### config.mk
export PLATFORM = sky130hd
export DESIGN_NAME = instr_fetch
export DESIGN_NICKNAME = d
export VERILOG_FILES = /design/src/rtl/jarvis_pkg.sv /design/src/rtl/fetch_fifo.sv /design/src/rtl/instr_fetch.sv
export SDC_FILE = /design/constraint.sdc
export NUM_CORES = 1
export LEC_CHECK = 0
export ABC_AREA = 1
export ABC_CLOCK_PERIOD_IN_PS = 11100
export CAP_MARGIN = 10
export CORE_MARGIN = 8
export CORE_UTILIZATION = 40
export CTS_CLUSTER_DIAMETER = 150
export DETAILED_ROUTE_END_ITERATION = 8
export DONT_BUFFER_PORTS = 1
export GPL_ROUTABILITY_DRIVEN = 0
export PLACE_DENSITY = 0.58
export SLEW_MARGIN = 10
export SYNTH_ARGS = -nofsm -noshare
export SYNTH_HDL_FRONTEND = slang
export SYNTH_SLANG_ARGS = --single-unit
### constraint.sdc
create_clock -name clk -period 11.1 [get_ports clk]
set_clock_uncertainty 0.15 [all_clocks]
set_input_delay 1.11 -clock clk [delete_from_list [all_inputs] [get_ports clk]]
set_output_delay 1.11 -clock clk [all_outputs]
set_load 0.005 [all_outputs]
### src/rtl/jarvis_pkg.sv
// Shared types and constants for the instruction fetch front end.
package jarvis_pkg;

  typedef struct packed {
    logic [31:0] pc;
    logic [31:0] instr;
  } fetch_entry_t;

  localparam int IMEM_WORD_SHIFT  = 2;
  localparam int FETCH_FIFO_DEPTH = 2;

endpackage

### src/rtl/fetch_fifo.sv
// Two-entry output buffer of {pc, instr}; head is always entry 0.
module fetch_fifo
  import jarvis_pkg::*;
(
  input  logic         clk,
  input  logic         rst,
  input  logic         flush,
  input  logic         push,
  input  fetch_entry_t din,
  input  logic         pop,
  output logic [1:0]   count,
  output fetch_entry_t head
);

  fetch_entry_t e0, e1;

  // Callers never push into a full buffer or pop an empty one.
  // On a pop that empties the buffer, e0 is left alone so the last head stays visible.
  always_ff @(posedge clk or posedge rst) begin
    if (rst) begin
      count <= 2'd0;
      e0    <= '0;
      e1    <= '0;
    end else if (flush) begin
      count <= 2'd0;
    end else begin
      case ({push, pop})
        2'b10: begin
          if (count == 2'd0) e0 <= din;
          else               e1 <= din;
          count <= count + 2'd1;
        end
        2'b01: begin
          if (count == 2'd2) e0 <= e1;
          count <= count - 2'd1;
        end
        2'b11: begin
          if (count == 2'd2) begin
            e0 <= e1;
            e1 <= din;
          end else begin
            e0 <= din;
          end
        end
        default: ;
      endcase
    end
  end

  assign head = e0;

endmodule

### src/rtl/instr_fetch.sv
// Fetch unit: PC, credit-based issue into a registered-read instr_mem, redirect flush.
module instr_fetch
  import jarvis_pkg::*;
#(
  parameter logic [31:0] RESET_PC   = 32'h0000_0000,
  parameter int          FIFO_DEPTH = 2
) (
  input  logic        clk,
  input  logic        rst,
  output logic [31:0] imem_addr,
  input  logic [31:0] imem_data,
  input  logic        redirect_valid,
  input  logic [31:0] redirect_pc,
  output logic        out_valid,
  input  logic        out_ready,
  output logic [31:0] out_pc,
  output logic [31:0] out_instr
);

  logic [31:0]  pc, infl_pc;
  logic         infl;
  logic [1:0]   count;
  logic [2:0]   level;
  logic         pop, push, issue;
  fetch_entry_t din, head;

  assign out_valid = (count != 2'd0);
  assign pop       = out_valid & out_ready;

  // Credit: buffered + in flight - leaving this cycle must leave room for one more.
  assign level = {1'b0, count} + {2'b00, infl} - {2'b00, pop};
  assign issue = !redirect_valid && (level < 3'(FIFO_DEPTH));
  assign push  = infl && !redirect_valid;

  assign din       = '{pc: infl_pc, instr: imem_data};
  assign imem_addr = pc >> IMEM_WORD_SHIFT;
  assign out_pc    = head.pc;
  assign out_instr = head.instr;

  always_ff @(posedge clk or posedge rst) begin
    if (rst) begin
      pc      <= RESET_PC;
      infl    <= 1'b0;
      infl_pc <= '0;
    end else if (redirect_valid) begin
      pc   <= redirect_pc & ~32'h3;
      infl <= 1'b0;
    end else begin
      infl <= issue;
      if (issue) begin
        infl_pc <= pc;
        pc      <= pc + 32'd4;
      end
    end
  end

  fetch_fifo u_fifo (
    .clk   (clk),
    .rst   (rst),
    .flush (redirect_valid),
    .push  (push),
    .din   (din),
    .pop   (pop),
    .count (count),
    .head  (head)
  );

endmodule
==> implementation parameters, run 1 <==
Parameter                              Value

Status
  Run status    finished clean

Global routing
  Global route total overflow    0
  Global Route met2 Usage    0.265
  Via count of the first global-routing pass    ~7200
  Number of antenna violations at the first check in global routing    0
  Global-route track usage on met3    0.0550
  Most crowded layer after global routing    met2
  Global-route usage over all layers    0.177
  Maximum number of pins on one net before global-route repair    between 100 and 150
  M1 GR Usage    0.242
  Wire length of the first global-routing pass    ~40000 um

Worst setup path
  Chain of cells forming the critical path    inv_1 > nor2_4 > ha_1 > or2_2 > fa_1 > inv_1 > nand2_1 > nand2_1 > nand2_1 > nand2_1 > inv_1 > nand2_1 > o211ai_1
  CP endpoint kind    flip-flop
  Slowest cell delay on critical path    about 0.56 ns
  CP most frequent cell    nand2_1
  Critical path buffers and inverters    3
  FF-to-FF End    pc[4]
  Number of cells on the worst reg-to-reg path    13
  Family with the most delay on the worst path    simple AND/OR/NAND/NOR gates
  Worst R2R Setup Slack    around 7.7 ns
  CP max-delay cell    nand2_1
  Data arrival time of the worst path    about 3.7 ns
  Reg-to-reg critical path startpoint    u_fifo.count[0]
  Startpoint class of the critical path    input port
  Worst EP required    around 11 ns
  Largest driver fanout on the critical path    14
  Kind of critical path    input port to flip-flop

Power and ir drop
  Max rail drop VDD    about 0.00011 V
  Power density of the placed cells    approximately 280 nW/um^2
  Sequential power share    0.459
  Proportion of total power due to net switching    0.405
  Final Power    around 2.8 mW
  Clk network pwr share    0.242
  Static leakage    about 5.1 nW
  Int Power    around 1.7 mW
  Combinational Power Share    0.299
  Switching power summed over all nets    1.13 mW

Drt
  Vias per inst    between 4 and 5
  Iteration count of the initial detailed-routing pass    5
  Number of DRC markers after the initial detailed-route iteration    555
  Wire length per cell after detailed routing    between 15 and 20 um
  Residual DRC    0
  Detailed-route via count    7482
  Total Wirelength    roughly 25000 um
  Number of nets still failing antenna checks after routing    0

Placed design
  Worst slack, placed    about 7.0 ns
  Detail Placement HPWL    around 16000 um
  Placed cells    roughly 1500
  Number of buffers added on ports    0

Clock tree
  Post-CTS setup buffer count    0
  Clock root buffer master    clkbuf_16
  CTS Buf Count    17
  Reg clk slew, reported paths    roughly 0.080 ns
  # H-tree levels    4
  Number of hold buffers added after cts    0
  CTS tree    done
  Sinks on Clock Net    between 150 and 200
  Post-cts gate resize count    0
  Clk Latency, worst-skew pair    ~0.44 ns
  Buffer levels on the longest clock path    2

Floorplanning
  Die width    ~170 um
  Die H    approximately 170 um
  Starting Density    0.402
  Core area    23200 um^2
  Number of core rows    56
  Count of pins on the block boundary    between 150 and 200
  Floorplan die area    ~28000 um^2

STA
  RSZ-0062 raised after global routing    no
  Final Max Tran Viols    0
  Maximum clock rate    0.279 GHz
  Max transition margin    0.329
  Shortest period the worst path allows    between 3 and 4 ns
  Worst Max-Slew Pin Slew    1.00 ns
  Final number of setup-violating endpoints    0
  Number of hold violations in the final report    0
  Worst-case setup margin in the final layout    between 7 and 8 ns
  Share of the cycle needed by the critical path after routing    0.323
  Total negative slack for setup checks    0 ns

Yosys
  Synthesized instance count    1235
  Synthesized cell area    approximately 9300 um^2
  Dominant cell by count in the synthesized netlist    nand2_1
  Distinct cell type count after synthesis    33
  Count of yosys warnings during synthesis    0
  Synthesized flop and latch total    about 190
  Top post-synthesis cells by area    dfrtp_1 50%, nand2_1 19%, o21ai_0 7.6%, nand3_1 5.2%, inv_1 4.5%
  Mean area per synthesized cell    ~7.5 um^2
  Most frequent cells after synthesis    470 x nand2_1, 187 x dfrtp_1, 142 x o21ai_0, 111 x inv_1, 97 x nand3_1
  Top flip-flop cell by instance count after synthesis    dfrtp_1
  Area share of the leading cell type in the synthesized netlist    0.502
  Number of enable-type register cells in the synthesized netlist    0
  Share of async-settable or async-resettable flops after synthesis    1.00
  Cell accounting for the most synthesized area    dfrtp_1
  Share of synthesized area occupied by flip-flops and latches    0.502

Min path
  Hold Crit Class    flip-flop to flip-flop
  Worst Hold Depth    2
  Hold EP    u_fifo.e1[44]
  Start point of the worst hold path    u_fifo.e1[44]

Cells and area
  Fraction of layout instances using a drive strength above 1    0.0472
  Layout overhead on the synthesized area    8.00%
  Final std cells w/o fill    about 1500
  Ant diodes    0
  Final nets    between 1000 and 1500
  Filler instances    2392

Run
  Number of max-cap violations    0
==> routing by layer <==
metal  part of all wire  vias to the layer above
li1                   -                     3791
met1               0.47                     3429
met2               0.43                      244
met3              0.081                       18
met4              0.010                        0
met5                  0                        -
==> worst register-to-register path: stages, from the launching register on <==
cell	delay, ns
dfrtp_1	0.47
nor2_4	0.20
nor2_4	0.05
ha_1	0.25
or2_2	0.30
fa_1	0.38
inv_1	0.06
nand2_1	0.05
nand2_1	0.08
nand2_1	0.36
nand2_1	0.57
inv_1	0.21
nand2_1	0.10
o211ai_1	0.08
==> power by group through the flow <==
| stage | sequential [mW] | clock, mW | combinational [mW] |
|---|---|---|---|
| 2_1_floorplan | 1.19 | 0 | 0.695 |
| 3_3_place_gp | 1.29 | 0 | 0.819 |
| 3_5_place_dp | 1.30 | 0 | 0.841 |
| 4_1_cts | 1.29 | 0.691 | 0.844 |
| 5_1_grt | 1.33 | 0.719 | 0.979 |
| 6_report | 1.28 | 0.672 | 0.832 |
==> kinds of logic after synthesis <==
logic type | count (synthesis) | synth area share
AND/OR/NAND/NOR | 667 | 0.295
other | 1 | 0.000402
adder cells (fa/ha/maj) | 3 | 0.00483
AO/OA/AOI/OAI | 188 | 0.105
buffers and inverters | 184 | 0.0881
flip-flops | 187 | 0.502
XOR/XNOR | 5 | 0.00470
==> through the flow <==
| step | util | cell area [um^2] | hold slack, ns |
|---|---|---|---|
| floorplan | - | 9330 | 0.304 |
| global placement | 0.406 | 9420 | 0.315 |
| detailed placement | 0.406 | 9420 | 0.324 |
| CTS | 0.434 | 10100 | 0.341 |
| global route | 0.434 | 10100 | 0.353 |
| finish | 0.434 | 10100 | 0.337 |
==> sequential cells by signal (all words and copies together) (netlist names) <==
| signal | count |
|---|---|
| u_fifo.count | 2 |
| u_fifo.e1 | 62 |
| u_fifo.head | 62 |
| infl | 1 |
| infl_pc | 30 |
| pc | 30 |
==> cell type report <==
type,count,area [um^2],share of cell area
Inverter,113,434,0.0431
Timing Repair Buffer,8,60.1,0.00597
Sequential cell,187,4680,0.465
Clock inverter,14,204,0.0203
Multi-Input combinational cell,867,3850,0.382
Tap cell,319,399,0.0397
Clock buffer,18,439,0.0436
==> placed cells by master, fill, tap and decap left out, types with 13 or more instances in the layout <==
cell type    n
nand2_1    468
nand3b_1    13
nand3_1     96
nor2_1      77
inv_1      110
o21ai_0    142
o21ai_1     15
a21oi_1     19
clkbuf_16   17
dfrtp_1    187
==> worst max path at each step <==
stage,from,to,slack (ns),depth (start not counted)
floorplan,rst,infl,4.75,1
global placement,out_ready,pc[4],7.10,13
detailed placement,out_ready,pc[6],7.03,13
CTS,out_ready,pc[4],7.50,13
global route,out_ready,pc[4],7.32,13
finish,out_ready,pc[4],7.51,13
No activity file was read; power rests on OpenSTA's default activity.
==> run 2: changes to the inputs <==
--- a/config.mk
+++ b/config.mk
@@ -5,8 +5,8 @@
 export SDC_FILE = /design/constraint.sdc
 export NUM_CORES = 1
 export LEC_CHECK = 0
-export ABC_AREA = 1
-export ABC_CLOCK_PERIOD_IN_PS = 11100
+export ABC_AREA = 0
+export ABC_CLOCK_PERIOD_IN_PS = 3040
 export CAP_MARGIN = 10
 export CORE_MARGIN = 8
 export CORE_UTILIZATION = 40
@@ -14,7 +14,7 @@
 export DETAILED_ROUTE_END_ITERATION = 8
 export DONT_BUFFER_PORTS = 1
 export GPL_ROUTABILITY_DRIVEN = 0
-export PLACE_DENSITY = 0.58
+export PLACE_DENSITY = 0.6
 export SLEW_MARGIN = 10
 export SYNTH_ARGS = -nofsm -noshare
 export SYNTH_HDL_FRONTEND = slang
==> constraint.sdc (replaced) <==
create_clock -name clk -period 3.04 [get_ports clk]
set_clock_uncertainty 0.15 [all_clocks]
set_input_delay 0.304 -clock clk [delete_from_list [all_inputs] [get_ports clk]]
set_output_delay 0.304 -clock clk [all_outputs]
set_load 0.005 [all_outputs]
==> implementation parameters, run 2 <==
Parameter                              Value

Worst setup path
  Worst Setup EP    pc[29]
  Reg-to-reg critical path startpoint    u_fifo.count[0]
  CP startpoint    u_fifo.count[0]
  Startpoint class of the critical path    flip-flop
  Slowest cell delay on critical path    0.56 ns (about the same)
  Critical path buffers and inverters    1 (-2)
  Stages on the worst setup path    9 (-4)
  Family with the most delay on the worst path    simple AND/OR/NAND/NOR gates
  Data arrival time of the worst path    3.35 ns (-0.39 ns)
  FF-to-FF End    pc[29]
  Number of cells on the worst reg-to-reg path    9 (-4)
  Kind of critical path    flip-flop to flip-flop
  Largest driver fanout on the critical path    8 (-6)
  Worst R2R Setup Slack    -0.10 ns (-7.77 ns)
  CP endpoint kind    flip-flop
  Worst EP required    3.24 ns (-8.01 ns)
  Chain of cells forming the critical path    o21a_1 > ha_1 > nand2b_4 > fa_2 > nand4_4 > buf_4 > or3_4 > or4_1 > a31oi_1
  CP max-delay cell    fa_2

Yosys
  Number of enable-type register cells in the synthesized netlist    0 (unchanged)
  Top flip-flop cell by instance count after synthesis    dfrtp_1
  Dominant cell by count in the synthesized netlist    mux2_2
  Post-synthesis mux area share    0.288 (+0.288)
  Share of async-settable or async-resettable flops after synthesis    1.00 (unchanged)
  Share of synthesized area occupied by flip-flops and latches    0.552 (+0.0495)
  Count of yosys warnings during synthesis    0 (unchanged)
  Area fraction in compound gates after synthesis    0.0394 (-0.0653)
  Top post-synthesis cells by area    dfrtp_1 55%, mux2_2 29%, nand2_1 1.5%, clkbuf_1 1.2%, a31oi_1 1.1%
  Post-synthesis share of cell area spent on and, or, nand and nor gates    0.0739 (-0.221)
  Most frequent cells after synthesis    216 x mux2_2, 187 x dfrtp_1, 33 x nand2_1, 28 x clkbuf_1, 22 x nor2_1
  Mean area per synthesized cell    13.2 um^2 (+75%)
  Distinct cell type count after synthesis    41 (+24%)
  Cell accounting for the most synthesized area    dfrtp_1
  Synthesized flop and latch total    187 (unchanged)
  Fraction of the mapped netlist area in adder cells    0.00531 (+0.000477)
  XOR/XNOR Fraction of Synth Area    0.0156 (+0.0109)
  Synthesized instance count    641 (-48%)
  Area share of the leading cell type in the synthesized netlist    0.552 (+0.0495)
  Synthesized cell area    8480 um^2 (-9.0%)
  Combinational family with the most area after synthesis    multiplexers

STA
  Worst-case setup margin in the final layout    -0.105 ns (-7.61 ns)
  Maximum clock rate    between 0.3 and 0.4 GHz
  Share of the cycle needed by the critical path after routing    1.03
  Max transition margin    0.572 (+0.243)
  Hold Slack    0.0179 ns (-0.319 ns)
  Total negative slack for setup checks    -0.677 ns (-0.677 ns)
  Worst Max-Slew Pin Slew    0.641 ns (-0.364 ns)
  Final number of setup-violating endpoints    10 (+10)
  Shortest period the worst path allows    between 3 and 4 ns
  RSZ-0062 raised after global routing    yes
  Number of hold violations in the final report    0 (unchanged)
  Final Max Tran Viols    0 (unchanged)

Status
  Run status    finished, violations left
  Violated checks    setup timing

Drt
  Number of DRC markers after the initial detailed-route iteration    296 (-47%)
  Residual DRC    0 (unchanged)
  Vias per inst    5.47 (+12%)
  Iteration count of the initial detailed-routing pass    5 (unchanged)
  Detailed-route via count    5519 (-26%)
  Wire length per cell after detailed routing    20.9 um (+29%)
  Total Wirelength    21100 um (-15%)
  Number of nets still failing antenna checks after routing    0 (unchanged)

Floorplanning
  Die H    162 um (-4.2%)
  Starting Density    0.406 (+0.00424)
  Die width    162 um (-4.2%)
  Count of pins on the block boundary    165 (unchanged)
  Core area    20900 um^2 (-9.9%)
  Number of core rows    53 (-5.4%)
  Floorplan die area    26100 um^2 (-8.1%)

Power and ir drop
  Final Power    9.41 mW (+240%)
  Clk network pwr share    0.240 (-0.002)
  Proportion of total power due to net switching    0.308 (-0.0972)
  Combinational Power Share    0.288 (-0.011)
  Static leakage    4.29 nW (-16%)
  Power density of the placed cells    913 nW/um^2 (+230%)
  Max rail drop VDD    0.000403 V (+250%)
  Int Power    6.51 mW (+290%)
  Sequential power share    0.472 (+0.013)
  Switching power summed over all nets    2.90 mW (+160%)

Clock tree
  CTS tree    done
  # H-tree levels    4 (unchanged)
  Sinks on Clock Net    187 (unchanged)
  Buffer levels on the longest clock path    2 (unchanged)
  Clock root buffer master    clkbuf_16
  Clk Latency, worst-skew pair    0.43 ns (about the same)
  Reg clk slew, reported paths    0.07 ns (about the same)
  CTS Buf Count    17 (unchanged)

Placed design
  Placement-stage cell area    8960 um^2 (-4.9%)
  Detail Placement HPWL    14200 um (-12%)
  Number of buffers added on ports    0 (unchanged)

Cells and area
  Final nets    791 (-37%)
  Most used cells in the layout excluding fill and tap cells    216 x mux2_2, 187 x dfrtp_1, 64 x dlygate4sd3_1, 33 x nand2_1, 26 x buf_4
  Filler instances    1809 (-24%)
  Design area    10300 um^2 (+2.3%)
  Fraction of layout instances using a drive strength above 1    0.401 (+0.354)
  Layout Utilization    0.493 (+0.0592)
  Most common cell after layout, fill and taps aside    mux2_2
  Layout overhead on the synthesized area    21.4%

Min path
  Start point of the worst hold path    imem_data[27]
  Hold Crit Class    input port to flip-flop

Global routing
  Via count of the first global-routing pass    6043 (-16%)
  Global route total overflow    0 (unchanged)
  Global-route usage over all layers    0.166 (-0.0106)
  Wire length of the first global-routing pass    34300 um (-15%)
  Maximum number of pins on one net before global-route repair    114 (-3.4%)
  Number of antenna violations at the first check in global routing    1 (+1)

Run
  Number of max-cap violations    0 (unchanged)
-- run 2: changes by cell type after synthesis, moves of 10 or more --
cell | before | now
buf_2 | 33 | 4
o31ai_1 | 0 | 10
nand2_1 | 470 | 33
inv_1 | 111 | 10
nand4_1 | 1 | 13
o21ai_0 | 142 | 15
nand3b_1 | 13 | 0
o21ai_1 | 15 | 1
nor2_1 | 77 | 22
nand3_1 | 97 | 9
a21oi_1 | 19 | 2
mux2_2 | 0 | 216
or4_1 | 0 | 12
a31oi_1 | 1 | 15
-- run 2: kinds of logic after synthesis --
family	count (synthesis)
muxes	217
DFF	187
and+or+nand+nor	119
AOI/OAI and AO/OA	52
buffers and inverters	49
xor gates and xnor gates	13
adders and majority gates	3
other	1
-- run 2: routing by layer --
metal | global-route usage | up-vias | share of wire
li1 | - | 2487 | -
met1 | 0.193 | 2822 | 0.41
met2 | 0.279 | 171 | 0.50
met3 | 0.0517 | 39 | 0.067
met4 | 0.0711 | 0 | 0.023
met5 | 0 | - | 0
-- run 2: worst min-delay path by stage --
stage          slack, ns  depth (start not counted)               to
4_1_cts           0.0003                          2  u_fifo.head[27]
3_3_place_gp        0.20                          2     u_fifo.e1[1]
6_report            0.02                          2  u_fifo.head[27]
2_1_floorplan       0.26                          1  u_fifo.count[1]
3_5_place_dp        0.20                          2     u_fifo.e1[1]
5_1_grt            0.004                          2  u_fifo.head[23]
-- run 2: power groups by stage --
| stage | sequential [mW] | combinational [mW] | clock, mW |
|---|---|---|---|
| 6_report | 4.44 | 2.71 | 2.26 |
| 5_1_grt | 4.61 | 2.96 | 2.45 |
| 4_1_cts | 4.47 | 2.74 | 2.33 |
| 3_5_place_dp | 4.52 | 2.63 | 0 |
| 3_3_place_gp | 4.43 | 2.52 | 0 |
| 2_1_floorplan | 4.15 | 2.13 | 0 |
-- run 2: timing repair --
action                                  4_1_cts  5_1_grt
pin swaps                                     8        3
resized for setup                             2        6
gates cloned                                  1        0
buffers inserted                              2        0
hold buffers                                 65        0
endpoints found under the setup margin       11       23
endpoints found under the hold margin       279        0
-- run 2: area by class of cell --
cell class              count  area [um^2]  share of cell area
repair buffers             95          936              0.0908
well taps                 275          344              0.0334
clock buffers              19          443              0.0430
inverters                  10         41.3             0.00401
multi-input cells         409         3700               0.359
clock inverters            13          158              0.0153
diodes                      1         2.50            0.000243
flip-flops and latches    187         4680               0.454
-- run 2: metrics by stage --
stage          setup WS (ns)  instances
6_report              -0.105       1009
5_1_grt               -0.203       1009
2_1_floorplan         -0.354        644
4_1_cts               -0.137       1008
3_5_place_dp          -0.167        908
3_3_place_gp         -0.0860        908
-- run 2: worst reg2reg max path, cell delays in order (launching register included) --
cell and delay, ns:
dfrtp_1 0.39, o21a_1 0.21, ha_1 0.27, nand2b_4 0.14, fa_2 0.56, nand4_4 0.11, buf_4 0.21, or3_4 0.39
or4_1 0.47, a31oi_1 0.18
==> run 3: changes to the inputs <==
--- a/config.mk
+++ b/config.mk
@@ -15,6 +15,7 @@
 export DONT_BUFFER_PORTS = 1
 export GPL_ROUTABILITY_DRIVEN = 0
 export PLACE_DENSITY = 0.6
+export SKIP_CTS_REPAIR_TIMING = 1
 export SLEW_MARGIN = 10
 export SYNTH_ARGS = -nofsm -noshare
 export SYNTH_HDL_FRONTEND = slang
==> constraint.sdc (replaced) <==
create_clock -name clk -period 3.04 [get_ports clk]
set_clock_uncertainty 0.15 [all_clocks]
set_input_delay 0.304 -clock clk [delete_from_list [all_inputs] [get_ports clk]]
set_output_delay 0.304 -clock clk [all_outputs]
set_load 0.1 [all_outputs]
==> implementation parameters, run 3 (synthesis results as in run 2) <==
Parameter                              Value

Status
  Run status    finished, violations left
  Violated checks    setup timing

Clock tree
  CTS tree    done
  Clk Latency, worst-skew pair    0.43 ns (about the same)
  Buffer levels on the longest clock path    2 (unchanged)
  Sinks on Clock Net    187 (unchanged)
  CTS Buf Count    17 (unchanged)
  Clock root buffer master    clkbuf_16
  # H-tree levels    4 (unchanged)
  Reg clk slew, reported paths    0.07 ns (about the same)

Worst setup path
  Worst R2R Setup Slack    -0.17 ns (-0.07 ns)
  Startpoint class of the critical path    flip-flop
  Worst EP required    3.24 ns (about the same)
  CP endpoint kind    flip-flop
  Kind of critical path    flip-flop to flip-flop
  Worst Setup EP    pc[28]
  FF-to-FF End    pc[28]
  Chain of cells forming the critical path    o21a_1 > ha_1 > nand2b_4 > fa_2 > nand4_4 > or4_4 > buf_8 > or4_1 > a31oi_1
  Largest driver fanout on the critical path    9 (+1)
  Slowest cell delay on critical path    0.57 ns (about the same)
  Number of cells on the worst reg-to-reg path    9 (unchanged)
  Data arrival time of the worst path    3.42 ns (+0.07 ns)
  Reg-to-reg critical path startpoint    u_fifo.count[0]
  CP startpoint    u_fifo.count[0]
  CP max-delay cell    fa_2

Placed design
  Placement-stage cell area    9170 um^2 (+2.3%)
  Detail Placement HPWL    14300 um (+1.3%)
  Number of buffers added on ports    0 (unchanged)

Global routing
  Global-route usage over all layers    0.157 (-0.00858)
  Number of antenna violations at the first check in global routing    0 (-1)
  Wire length of the first global-routing pass    32400 um (-5.4%)
  Via count of the first global-routing pass    5757 (-4.7%)
  Global route total overflow    0 (unchanged)
  Maximum number of pins on one net before global-route repair    65 (-43%)

Drt
  Detailed-route via count    5552 (+0.60%)
  Number of nets still failing antenna checks after routing    0 (unchanged)
  Total Wirelength    20800 um (-1.4%)
  Wire length per cell after detailed routing    20.0 um (-4.2%)
  Vias per inst    5.34 (-2.3%)
  Iteration count of the initial detailed-routing pass    4 (-1)
  Residual DRC    0 (unchanged)
  Number of DRC markers after the initial detailed-route iteration    428 (+45%)

Cells and area
  Final nets    822 (+3.9%)
  Most common cell after layout, fill and taps aside    mux2_2
  Design area    10500 um^2 (+2.2%)
  Layout overhead on the synthesized area    24.1%
  Fraction of layout instances using a drive strength above 1    0.423 (+0.0217)
  Ant diodes    0 (-1)
  Most used cells in the layout excluding fill and tap cells    216 x mux2_2, 187 x dfrtp_1, 64 x dlygate4sd3_1, 57 x buf_4, 33 x nand2_1

STA
  Share of the cycle needed by the critical path after routing    1.06 (+0.0226)
  Shortest period the worst path allows    3.21 ns (+0.0687 ns)
  RSZ-0062 raised after global routing    yes
  Worst Max-Slew Pin Slew    0.993 ns (+0.351 ns)
  Worst-case setup margin in the final layout    -0.173 ns (-0.0687 ns)
  Maximum clock rate    0.311 GHz (-2.1%)
  Final number of setup-violating endpoints    10 (unchanged)
  Final Max Tran Viols    0 (unchanged)
  Number of hold violations in the final report    0 (unchanged)
  Max transition margin    0.338 (-0.234)
  Total negative slack for setup checks    -1.10 ns (-0.423 ns)

Floorplanning
  Die H    162 um (unchanged)
  Starting Density    0.406 (unchanged)
  Count of pins on the block boundary    165 (unchanged)
  Number of core rows    53 (unchanged)
  Die width    162 um (unchanged)
  Floorplan die area    26100 um^2 (unchanged)
  Core area    20900 um^2 (unchanged)

Min path
  Hold Crit Class    input port to flip-flop

Run
  Number of max-cap violations    0 (unchanged)
## run 3: cell types whose count changed in the layout (fill, tap and decap cells not counted), moves of 2 or more
cell and delta:
clkinv_4 -2, buf_4 +31, inv_8 -3, clkinv_2 +2
inv_6 +3, clkinvlp_4 -2
## run 3: critical path, delay by kind of cell, from the launching register on
family,cells,cell delay [ns]
and+or+nand+nor,4,1.24
adders and majority gates,2,0.85
AOI/OAI and AO/OA,2,0.39
DFF,1,0.38
buffers and inverters,1,0.15
## run 3: cell type report
cell class,count,area [um^2]
Clock buffer,20,457
Tap cell,275,344
Sequential cell,187,4680
Clock inverter,12,158
Timing Repair Buffer,127,1190
Multi-Input combinational cell,408,3660
Fill cell,1771,10400
Inverter,10,41.3
## run 3: how the worst min path moves through the flow
stage | slack, ns | to | cells past startpoint | from
after global routing | 0.0003 | u_fifo.head[14] | 2 | imem_data[14]
after CTS | -0.27 | u_fifo.head[56] | 1 | rst
final | 0.002 | u_fifo.head[3] | 2 | imem_data[3]
after global placement | 0.18 | u_fifo.head[62] | 1 | rst
after detailed placement | 0.19 | u_fifo.head[62] | 1 | rst
after floorplan | 0.26 | u_fifo.count[1] | 1 | out_ready
## run 3: per-stage QoR
stage	setup WS (ns)	instances	utilization	hold WS (ns)
after global placement	-0.183	937	0.439	0.178
final	-0.173	1039	0.504	0.00170
after detailed placement	-0.227	937	0.439	0.193
after CTS	-0.238	969	0.468	-0.270
after global routing	-0.248	1039	0.504	0.000276
after floorplan	-0.409	644	-	0.265
## run 3: per-layer routing
layer	GRT usage	wire, um	share of wire
met2	0.269	10700	0.51
met5	0	0	0
met4	0.0619	456	0.022
met1	0.172	8310	0.40
met3	0.0634	1340	0.064
Power of run 3 is left out: the tool's default activity adds up to more than one toggle a clock period on the data nets, which glitch-free logic cannot reach.
